$ cat src/rtl/cnn_accel_pkg.sv
// Shared CNN accelerator definitions: tile sequencer FSM encoding and
// elaboration-time helpers for derived tile geometry.
//   calc_ro / calc_co : output rows / cols of a K x K, stride-S window sweep
//   calc_nrd          : bank reads per tile, (Tm/4)*K*K*RO*CO
//   clog2_u           : ceil(log2(v)), 0 for v <= 1
package cnn_accel_pkg;

  typedef enum logic [2:0] {
    ST_IDLE  = 3'd0,
    ST_RST   = 3'd1,
    ST_LOAD  = 3'd2,
    ST_READ  = 3'd3,
    ST_DRAIN = 3'd4,
    ST_DONE  = 3'd5
  } fsm_state_e;

  function automatic int unsigned calc_ro(input int unsigned tr, input int unsigned k,
                                          input int unsigned s);
    return (tr - k) / s + 1;
  endfunction

  function automatic int unsigned calc_co(input int unsigned tc, input int unsigned k,
                                          input int unsigned s);
    return (tc - k) / s + 1;
  endfunction

  function automatic int unsigned calc_nrd(input int unsigned tm, input int unsigned k,
                                           input int unsigned ro, input int unsigned co);
    return (tm / 4) * k * k * ro * co;
  endfunction

  function automatic int unsigned clog2_u(input int unsigned v);
    int unsigned r;
    r = 0;
    while ((64'd1 << r) < 64'(v)) r++;
    return r;
  endfunction

endpackage

$ cat src/rtl/in_fm_addr_gen.sv
// Nested read-pattern counters for the input feature-map banks.
// Loop order outermost first: g, kr, kc, r, c. The address is built from
// incremental base registers so no runtime multiplier is needed.
//   clk, rst : clock, synchronous active-low reset
//   clr_i    : clear all counters and bases
//   step_i   : advance to the next address
//   addr_c   : current address g*Tr*Tc + (r*S+kr)*Tc + (c*S+kc)
//   first_c  : all counters at zero
//   last_c   : all counters at their maximum
//   wrap_c   : final address consumed this cycle (step_i && last_c)
module in_fm_addr_gen
  import cnn_accel_pkg::*;
#(
  parameter int unsigned AW = 16,
  parameter int unsigned Tm = 16,
  parameter int unsigned Tr = 64,
  parameter int unsigned Tc = 16,
  parameter int unsigned K  = 3,
  parameter int unsigned S  = 1
) (
  input  logic          clk,
  input  logic          rst,
  input  logic          clr_i,
  input  logic          step_i,
  output logic [AW-1:0] addr_c,
  output logic          first_c,
  output logic          last_c,
  output logic          wrap_c
);

  localparam int unsigned RO    = calc_ro(Tr, K, S);
  localparam int unsigned CO    = calc_co(Tc, K, S);
  localparam int unsigned NG    = Tm / 4;
  localparam int unsigned MAXA  = (NG > K) ? NG : K;
  localparam int unsigned MAXB  = (RO > CO) ? RO : CO;
  localparam int unsigned MAXC  = (MAXA > MAXB) ? MAXA : MAXB;
  localparam int unsigned CW    = (clog2_u(MAXC) < 1) ? 1 : clog2_u(MAXC);

  localparam logic [AW-1:0] G_STEP  = AW'(Tr * Tc);
  localparam logic [AW-1:0] KR_STEP = AW'(Tc);
  localparam logic [AW-1:0] R_STEP  = AW'(S * Tc);
  localparam logic [AW-1:0] C_STEP  = AW'(S);

  logic [CW-1:0] g_q, g_d, kr_q, kr_d, kc_q, kc_d, r_q, r_d, c_q, c_d;
  logic [AW-1:0] g_base_q, g_base_d, kr_base_q, kr_base_d;
  logic [AW-1:0] row_base_q, row_base_d, col_q, col_d;
  logic          c_end, r_end, kc_end, kr_end, g_end;

  assign c_end  = (c_q  == CW'(CO - 1));
  assign r_end  = (r_q  == CW'(RO - 1));
  assign kc_end = (kc_q == CW'(K - 1));
  assign kr_end = (kr_q == CW'(K - 1));
  assign g_end  = (g_q  == CW'(NG - 1));

  assign addr_c  = g_base_q + kr_base_q + AW'(kc_q) + row_base_q + col_q;
  assign first_c = (g_q == '0) && (kr_q == '0) && (kc_q == '0) && (r_q == '0) && (c_q == '0);
  assign last_c  = c_end && r_end && kc_end && kr_end && g_end;
  assign wrap_c  = step_i && last_c;

  // Ripple-carry style update: an inner counter at max clears and carries outward.
  always_comb begin
    g_d        = g_q;
    kr_d       = kr_q;
    kc_d       = kc_q;
    r_d        = r_q;
    c_d        = c_q;
    g_base_d   = g_base_q;
    kr_base_d  = kr_base_q;
    row_base_d = row_base_q;
    col_d      = col_q;
    if (clr_i) begin
      g_d        = '0;
      kr_d       = '0;
      kc_d       = '0;
      r_d        = '0;
      c_d        = '0;
      g_base_d   = '0;
      kr_base_d  = '0;
      row_base_d = '0;
      col_d      = '0;
    end else if (step_i) begin
      if (c_end) begin
        c_d   = '0;
        col_d = '0;
        if (r_end) begin
          r_d        = '0;
          row_base_d = '0;
          if (kc_end) begin
            kc_d = '0;
            if (kr_end) begin
              kr_d      = '0;
              kr_base_d = '0;
              if (g_end) begin
                g_d      = '0;
                g_base_d = '0;
              end else begin
                g_d      = g_q + CW'(1);
                g_base_d = g_base_q + G_STEP;
              end
            end else begin
              kr_d      = kr_q + CW'(1);
              kr_base_d = kr_base_q + KR_STEP;
            end
          end else begin
            kc_d = kc_q + CW'(1);
          end
        end else begin
          r_d        = r_q + CW'(1);
          row_base_d = row_base_q + R_STEP;
        end
      end else begin
        c_d   = c_q + CW'(1);
        col_d = col_q + C_STEP;
      end
    end
  end

  always_ff @(posedge clk) begin
    if (!rst) begin
      g_q        <= '0;
      kr_q       <= '0;
      kc_q       <= '0;
      r_q        <= '0;
      c_q        <= '0;
      g_base_q   <= '0;
      kr_base_q  <= '0;
      row_base_q <= '0;
      col_q      <= '0;
    end else begin
      g_q        <= g_d;
      kr_q       <= kr_d;
      kc_q       <= kc_d;
      r_q        <= r_d;
      c_q        <= c_d;
      g_base_q   <= g_base_d;
      kr_base_q  <= kr_base_d;
      row_base_q <= row_base_d;
      col_q      <= col_d;
    end
  end

endmodule

$ cat src/rtl/in_fm_tile_ctrl.sv
// Tile-level sequencer for the 4-bank input feature-map buffer: resets the
// buffer, starts and waits for its load, then sweeps the convolution read
// pattern on all four bank address ports.
//   clk, rst          : clock, synchronous active-low reset
//   tile_start        : begin a tile (ignored unless idle)
//   tile_done         : 1-cycle pulse in DONE, with the last read's data valid
//   busy              : tile in progress
//   conv_tile_reset   : 1-cycle pulse to the buffer counters
//   in_fm_load_start  : 1-cycle pulse starting the buffer load
//   in_fm_load_done   : buffer load complete (level)
//   stall             : PE back-pressure, freezes the read sweep
//   rd_addr0..3       : bank read addresses (identical)
//   rd_valid          : bank read data valid (1 cycle after the address)
//   acc_first/last    : first / last read of the tile, aligned with rd_valid
module in_fm_tile_ctrl
  import cnn_accel_pkg::*;
#(
  parameter int unsigned AW = 16,
  parameter int unsigned Tm = 16,
  parameter int unsigned Tr = 64,
  parameter int unsigned Tc = 16,
  parameter int unsigned K  = 3,
  parameter int unsigned S  = 1
) (
  input  logic          clk,
  input  logic          rst,
  input  logic          tile_start,
  output logic          tile_done,
  output logic          busy,
  output logic          conv_tile_reset,
  output logic          in_fm_load_start,
  input  logic          in_fm_load_done,
  input  logic          stall,
  output logic [AW-1:0] rd_addr0,
  output logic [AW-1:0] rd_addr1,
  output logic [AW-1:0] rd_addr2,
  output logic [AW-1:0] rd_addr3,
  output logic          rd_valid,
  output logic          acc_first,
  output logic          acc_last
);

  localparam int unsigned NRD  = calc_nrd(Tm, K, calc_ro(Tr, K, S), calc_co(Tc, K, S));
  localparam logic [63:0] FOOT = 64'(Tm / 4) * 64'(Tr) * 64'(Tc);

  if ((Tm % 4) != 0 || Tm == 0 || NRD == 0 || FOOT > (64'd1 << AW)) begin : g_param_chk
    $error("in_fm_tile_ctrl: tile does not fit the bank address space");
  end

  fsm_state_e    state_q, state_d;
  logic          step_c;
  logic [AW-1:0] addr_c;
  logic          first_c, last_c, wrap_c;

  logic          tile_done_q, tile_done_d, busy_q, busy_d;
  logic          conv_rst_q, conv_rst_d, load_start_q, load_start_d;
  logic [AW-1:0] rd_addr_q, rd_addr_d;
  logic          iss_q, iss_d, first_q, first_d, last_q, last_d;
  logic          rd_valid_q, rd_valid_d, acc_first_q, acc_first_d, acc_last_q, acc_last_d;

  assign step_c = (state_q == ST_READ) && !stall;

  in_fm_addr_gen #(
    .AW (AW),
    .Tm (Tm),
    .Tr (Tr),
    .Tc (Tc),
    .K  (K),
    .S  (S)
  ) u_addr_gen (
    .clk     (clk),
    .rst     (rst),
    .clr_i   (state_q == ST_RST),
    .step_i  (step_c),
    .addr_c  (addr_c),
    .first_c (first_c),
    .last_c  (last_c),
    .wrap_c  (wrap_c)
  );

  // State register
  always_ff @(posedge clk) begin
    if (!rst) state_q <= ST_IDLE;
    else      state_q <= state_d;
  end

  // Next state; load_done is stale during the first LOAD cycle (load_start_q high)
  always_comb begin
    state_d = state_q;
    case (state_q)
      ST_IDLE:  if (tile_start) state_d = ST_RST;
      ST_RST:   state_d = ST_LOAD;
      ST_LOAD:  if (!load_start_q && in_fm_load_done) state_d = ST_READ;
      ST_READ:  if (wrap_c) state_d = ST_DRAIN;
      ST_DRAIN: state_d = ST_DONE;
      ST_DONE:  state_d = ST_IDLE;
      default:  state_d = ST_IDLE;
    endcase
  end

  // Output next values; the valid/flag pair is a 2-stage pipe (address, then data)
  always_comb begin
    conv_rst_d   = (state_d == ST_RST);
    load_start_d = (state_q == ST_RST);
    busy_d       = (state_d != ST_IDLE);
    tile_done_d  = (state_d == ST_DONE);
    rd_addr_d    = step_c ? addr_c : rd_addr_q;
    iss_d        = step_c;
    first_d      = step_c && first_c;
    last_d       = step_c && last_c;
    rd_valid_d   = iss_q;
    acc_first_d  = first_q;
    acc_last_d   = last_q;
  end

  always_ff @(posedge clk) begin
    if (!rst) begin
      conv_rst_q   <= 1'b0;
      load_start_q <= 1'b0;
      busy_q       <= 1'b0;
      tile_done_q  <= 1'b0;
      rd_addr_q    <= '0;
      iss_q        <= 1'b0;
      first_q      <= 1'b0;
      last_q       <= 1'b0;
      rd_valid_q   <= 1'b0;
      acc_first_q  <= 1'b0;
      acc_last_q   <= 1'b0;
    end else begin
      conv_rst_q   <= conv_rst_d;
      load_start_q <= load_start_d;
      busy_q       <= busy_d;
      tile_done_q  <= tile_done_d;
      rd_addr_q    <= rd_addr_d;
      iss_q        <= iss_d;
      first_q      <= first_d;
      last_q       <= last_d;
      rd_valid_q   <= rd_valid_d;
      acc_first_q  <= acc_first_d;
      acc_last_q   <= acc_last_d;
    end
  end

  assign tile_done        = tile_done_q;
  assign busy             = busy_q;
  assign conv_tile_reset  = conv_rst_q;
  assign in_fm_load_start = load_start_q;
  assign rd_addr0         = rd_addr_q;
  assign rd_addr1         = rd_addr_q;
  assign rd_addr2         = rd_addr_q;
  assign rd_addr3         = rd_addr_q;
  assign rd_valid         = rd_valid_q;
  assign acc_first        = acc_first_q;
  assign acc_last         = acc_last_q;

endmodule

$ cat config.mk
export PLATFORM = sky130hd
export DESIGN_NAME = in_fm_tile_ctrl
export DESIGN_NICKNAME = d
export VERILOG_FILES = /design/src/rtl/cnn_accel_pkg.sv /design/src/rtl/in_fm_addr_gen.sv /design/src/rtl/in_fm_tile_ctrl.sv
export SDC_FILE = /design/constraint.sdc
export NUM_CORES = 1
export LEC_CHECK = 0
export ABC_AREA = 1
export ABC_CLOCK_PERIOD_IN_PS = 4300
export BUFFER_PORTS_ARGS = -buffer_cell sky130_fd_sc_hd__buf_2
export CORE_AREA = 4 4 161 124
export DETAILED_ROUTE_END_ITERATION = 10
export DIE_AREA = 0 0 165 128
export SETUP_SLACK_MARGIN = 0.2
export SYNTH_ARGS = -nofsm -noshare
export SYNTH_HDL_FRONTEND = slang
export SYNTH_SLANG_ARGS = --single-unit
$ cat constraint.sdc
create_clock -name clk -period 4.3 [get_ports clk]
set_clock_uncertainty 0.15 [all_clocks]
set_input_delay 0.86 -clock clk [delete_from_list [all_inputs] [get_ports clk]]
set_output_delay 0.86 -clock clk [all_outputs]
set_load 0.1 [all_outputs]
==> After elaboration in Yosys (flattened, before gate mapping) <==
Index checks and enable logic that the tools add are counted.
W data, S select, Z words.
{ "totals": {"out_inout_bits": 71, "input_bits": 5, "ff_bits": 123, "wordCells": 85} }
{ "op_classes": {"n_bitwise": 1, "mux": 13, "n_eq_ne": 11, "n_reduce_logical": 26, "n_addsub": 13} }
{ "op_table": {"columns": ["operator", "count"], "rows": [
  ["$mux W16", 4],
  ["$add A16 B16 Y16", 3],
  ["$add A16 B5 Y16 const B", 2],
  ["$add A6 B1 Y6 const B", 5],
  ["$logic_not A6 Y1", 5],
  ["$mux W6", 5],
  ["$eq A6 B2 Y1 const B", 3],
  ["$add A16 B1 Y16 const B", 1],
  ["$add A16 B11 Y16 const B", 1],
  ["$add A16 B6 Y16", 1],
  ["$pmux W3 S5", 1],
  ["$logic_and A1 B1 Y1", 12],
  ["$mux W3", 3],
  ["$eq A3 B1 Y1 const B", 2],
  ["$eq A3 B2 Y1 const B", 2],
  ["$eq A3 B3 Y1 const B", 2],
  ["$eq A6 B4 Y1 const B", 1],
  ["$eq A6 B6 Y1 const B", 1],
  ["$reduce_and A5 Y1", 1],
  ["$reduce_and A4 Y1", 1],
  ["$logic_not A3 Y1", 1],
  ["$reduce_and A3 Y1", 1],
  ["$reduce_bool A3 Y1", 1],
  ["$logic_not A1 Y1", 2],
  ["3 further kinds", 3]
]} }

==> Longest topological paths before layout <==
{ "logic_depth": {"depth_word": 9, "mapped_depth": 18, "depth_no_buf": 18} }

==> Hierarchy <==
From an unflattened synthesis, not the netlist that was laid out.
{ "unflattened": {"cells_unflattened": 972, "hier_area_um2": 7089.3} }
{ "by_module_without_submodules": {"columns": ["mod", "cells_per_inst", "n_inst", "area_each_um2", "seq_area_each_um2"], "rows": [
  ["in_fm_addr_gen", 796, 1, 5680.4, 1521.5],
  ["in_fm_tile_ctrl", 176, 1, 1408.9, 580.6]
]} }

==> Worst setup path before layout <==
No wires, ideal clock.
{ "synth_timing": {"path_type": "register -> register", "startpoint": "register u_addr_gen.kr_base_q[4]", "endpoint": "register rd_addr_q[14] (netlist: rd_addr0[14])", "synth_period_minus_slack_ps": 3054, "path_slack_ps": 1246, "n_path_buf": 0, "stages_incl_launch_ff": 16, "setup_ps": 119, "arrival_ps": 2785, "required_time_ps": 4031, "cell_sequence": "dfxtp_1 inv_1 fa_1 inv_1 ha_1 fa_1 ha_1 nand2_1 nor2_1 nand2_1 nand3_1 nand3_1 nand3_1 nand2_1 nor2_1 nor2_1"} }
{ "synth_via": {"elab_chain_len": 4} }
{ "synth_rtl": {"columns": ["element", "line", "text"], "rows": [
  ["from (decl)", "in_fm_addr_gen.sv:45", "logic [AW-1:0] g_base_q, g_base_d, kr_base_q, kr_base_d;"],
  ["from (signal assigned)", "in_fm_addr_gen.sv:136", "kr_base_q <= kr_base_d;"],
  ["$add A16 B16 Y16", "in_fm_addr_gen.sv:55", "assign addr_c = g_base_q + kr_base_q + AW'(kc_q) + row_base_q + col_q;"],
  ["$add A16 B6 Y16", "in_fm_addr_gen.sv:55", null],
  ["$add A16 B16 Y16 (2 in series)", "in_fm_addr_gen.sv:55", null],
  ["to (signal assigned)", "in_fm_tile_ctrl.sv:134", "rd_addr_q <= rd_addr_d;"],
  ["to (decl)", "in_fm_tile_ctrl.sv:57", "logic [AW-1:0] rd_addr_q, rd_addr_d;"]
]} }
Every way passes these cells.
A chain may end at the register's enable or synchronous reset.

==> Worst setup path after layout <==
{ "layout_timing": {"startpoint": "register u_addr_gen.col_q[5]", "endpoint": "register rd_addr_q[12] (netlist: rd_addr0[12])"} }
{ "layout_via": {"elab_chain_len": 1} }
{ "layout_rtl": {"columns": ["element", "line", "text"], "rows": [
  ["from (decl)", "in_fm_addr_gen.sv:46", "logic [AW-1:0] row_base_q, row_base_d, col_q, col_d;"],
  ["from (signal assigned)", "in_fm_addr_gen.sv:138", "col_q <= col_d;"],
  ["$add A16 B16 Y16", "in_fm_addr_gen.sv:55", null]
]} }
Every way passes these cells.

==> summary.txt <==
Run status
  • Status: finished, final reports clean

Finish
  • Core Util, Final: 0.423
  • Most frequent cells in the layout: nand2_1 (223), inv_1 (147), dfxtp_1 (105), nor2_1 (103), buf_2 (75)
  • Nets@finish: 1,136
  • Layout Cells excl Fill: 1,308
  • Most common cell after layout, fill and taps aside: nand2_1
  • Reg area: 0.00210 mm2
  • Fillers: 1,889
  • Area growth syn-to-layout: 7.45%
  • Multi-input gate area: 0.00410 mm2
  • N_diodes: 0
  • Share of layout cells above drive strength 1: 0.109
  • Final instance area: 0.00776 mm2

Logic synthesis
  • Sequential fraction of the synthesis area: 0.291
  • Synthesized instance count: 1,030
  • Post-synth cell types: 36
  • Post-synth EDFFs: 0
  • Most used DFF post-synth: dfxtp_1
  • Yosys warnings: 0
  • FFs w/ async S/R, synth: 0
  • Syn avg cell area: 7.01 um2
  • Yosys reg bits: 105
  • Mapped Area: 0.00722 mm2

CTS
  • CTS max path bufs: 2
  • CTS Root Cell: clkbuf_16
  • CTS sink count: 105
  • CTS resizes: 0
  • Worst-path clk slew: 0.07 ns
  • Worst-Skew Late Latency: 0.36 ns
  • # hold bufs at CTS: 0
  • CTS buffer count: 9
  • H-tree levels: 3
  • CTS tree: done
  • Setup Buffers After CTS: 0

Floorplanning
  • Die ar.: 0.0211 mm2
  • Height of the die: 128 um
  • Row count: 43
  • Initial core utilization: 0.394
  • Core Box Area: 0.0183 mm2
  • I/O pins: 76
  • Die W: 165 um

Pwr
  • P_leak: 0.00376 uW
  • Power Density: 261 mW/mm2
  • Maximum VDD drop: 163 uV

Worst setup path
  • Worst-path cell chain: inv_1 -> fa_1 -> inv_1 -> ha_1 -> fa_1 -> ha_1 -> nand2_1 -> nand2_1 -> inv_1 -> nor2_1 -> o21ai_0 -> nand3_1 -> nand2_1 -> nand3_1 -> nand2_1 -> inv_1
  • Critical Path RT: 4.41 ns
  • Slowest cell on crit path: fa_1
  • Worst path arrival time: 3.46 ns
  • CP startpoint kind: flip-flop
  • Worst-path fanout max: 5
  • Critical path endpoint category: flip-flop
  • Crit path largest cell delay: 0.54 ns
  • Critical path class: flip-flop to flip-flop
  • R2R Setup Slk: 0.95 ns

Placed design
  • Placed insts: 1,293
  • GP Congestion: 0.924
  • Cell Area, Placed: 0.00748 mm2
  • Setup WS pre-CTS: 0.957 ns
  • Port bufs: 75
  • Final HPWL DP: 14,400 um

Routing
  • Detailed-route via count: 6,409
  • Drt first pass iters: 5
  • DR WL/cell: 14.3 um
  • Wirelength, routed: 18,700 um
  • Met3 WL: 1480 um
  • Antenna viol nets, final: 0
  • WL met1: 9970 um
  • Drt drc: 0
  • WL met2: 7120 um
  • DRT iter0 DRCs: 574
  • Top layer in use: met4
  • Vias per inst: 4.90

Global route
  • Number of global-route vias before repair: 5,613
  • Global route overflow: 0
  • Initial antenna violation count: 0
  • First-pass GRT wire length: 30,400 um
  • Largest net degree at the start of global routing: 36
  • Gr usage total: 0.183

STA
  • Min cycle time layout: 3.35 ns
  • Final setup TNS: 0 ns
  • Worst setup margin: 0.950 ns
  • Fin. max-slew vios: 0
  • Final setup vio count: 0
  • Worst-Margin Slew: 0.800 ns
  • Period utilization: 0.779
  • Achievable Freq: 0.298 GHz
  • Max-slew headroom: 0.464
  • Hold Vio Cnt, Final: 0
  • RSZ-0062 raised after global routing: no

Flow run
  • Max capacitance violation total: 0

Hold path
  • Hold Path Class: flip-flop to flip-flop
## worst max-delay path, delay by kind of cell, from the launching register on
family / cells / cell delay (ns)
DFF: 1 / 0.33
and+or+nand+nor: 7 / 0.56
buffers and inverters: 4 / 0.28
adders and majority gates: 4 / 1.69
AOI/OAI and AO/OA: 1 / 0.24
## layer usage
metal / global-route usage / up-vias
met5: 0 / -
met4: 0.0386 / 0
met3: 0.0463 / 10
met2: 0.237 / 205
met1: 0.296 / 2878
li1: - / 3316
## registers in the layout, indices dropped and copies added, names as in the netlist, 12 cells and up
name and flops:
rd_addr0 16, u_addr_gen.col_q 16, u_addr_gen.kr_base_q 12, u_addr_gen.row_base_q 12
## worst paths after layout
path | from | endpoint | cells after the start
min | acc_first_d$_SDFF_PN0_ | acc_first$_SDFF_PN0_ | 2
max | u_addr_gen.col_q[5]$_SDFFE_PP0P_ | rd_addr0[12]$_SDFFE_PN0P_ | 16
min reg2reg | acc_first_d$_SDFF_PN0_ | acc_first$_SDFF_PN0_ | 2
max reg2reg | u_addr_gen.col_q[5]$_SDFFE_PP0P_ | rd_addr0[12]$_SDFFE_PN0P_ | 16
## cell type report
class,count,share of cell area
clock inverters,3,0.00548
multi-input cells,710,0.528
repair buffers,78,0.0513
clock buffers,12,0.0305
inverters,153,0.0740
well taps,247,0.0398
flip-flops and latches,105,0.271
## metrics by stage
stage	power, uW	hold WS [ns]
2_1_floorplan	1200	0.240
3_3_place_gp	1230	0.248
3_5_place_dp	1230	0.255
4_1_cts	2050	0.270
5_1_grt	2100	0.289
6_report	2030	0.266
## report_power, final
| part | internal [uW] | switching (uW) | leakage (uW) |
|---|---|---|---|
| combinational | 30.5 | 191 | 0.00278 |
| clock | 449 | 368 | 0.000133 |
| sequential | 981 | 7.57 | 0.000847 |
| total | 1460 | 567 | 0.00376 |
## cell usage after synthesis, drive strengths merged (2+ instances only)
library cell	number	area share
nand4	42	0.037
ha	53	0.092
nor3	32	0.024
nand3b	3	0.0031
inv	153	0.080
o21ai	35	0.024
nor2	111	0.064
nand2	228	0.12
fa	21	0.058
nor4	3	0.0026
and3	3	0.0026
nand3	71	0.051
a21oi	73	0.051
clkbuf	7	0.0036
xnor2	5	0.0061
buf	58	0.060
xor2	15	0.018
dfxtp	105	0.29
o21a	5	0.0052
or2	2	0.0017
## cells by family (layout without fill, tap and decap cells)
group / after synthesis / in the layout / share of synthesized area
AO/OA/AOI/OAI: 116 / 116 / 0.0830
XOR/XNOR: 20 / 20 / 0.0243
adder cells (fa/ha/maj): 74 / 74 / 0.150
buffers and inverters: 218 / 246 / 0.143
flip-flops: 105 / 105 / 0.291
other: 1 / 4 / 0.000519
AND/OR/NAND/NOR: 496 / 496 / 0.308
Note: power is estimated with default switching activity, not from simulation.
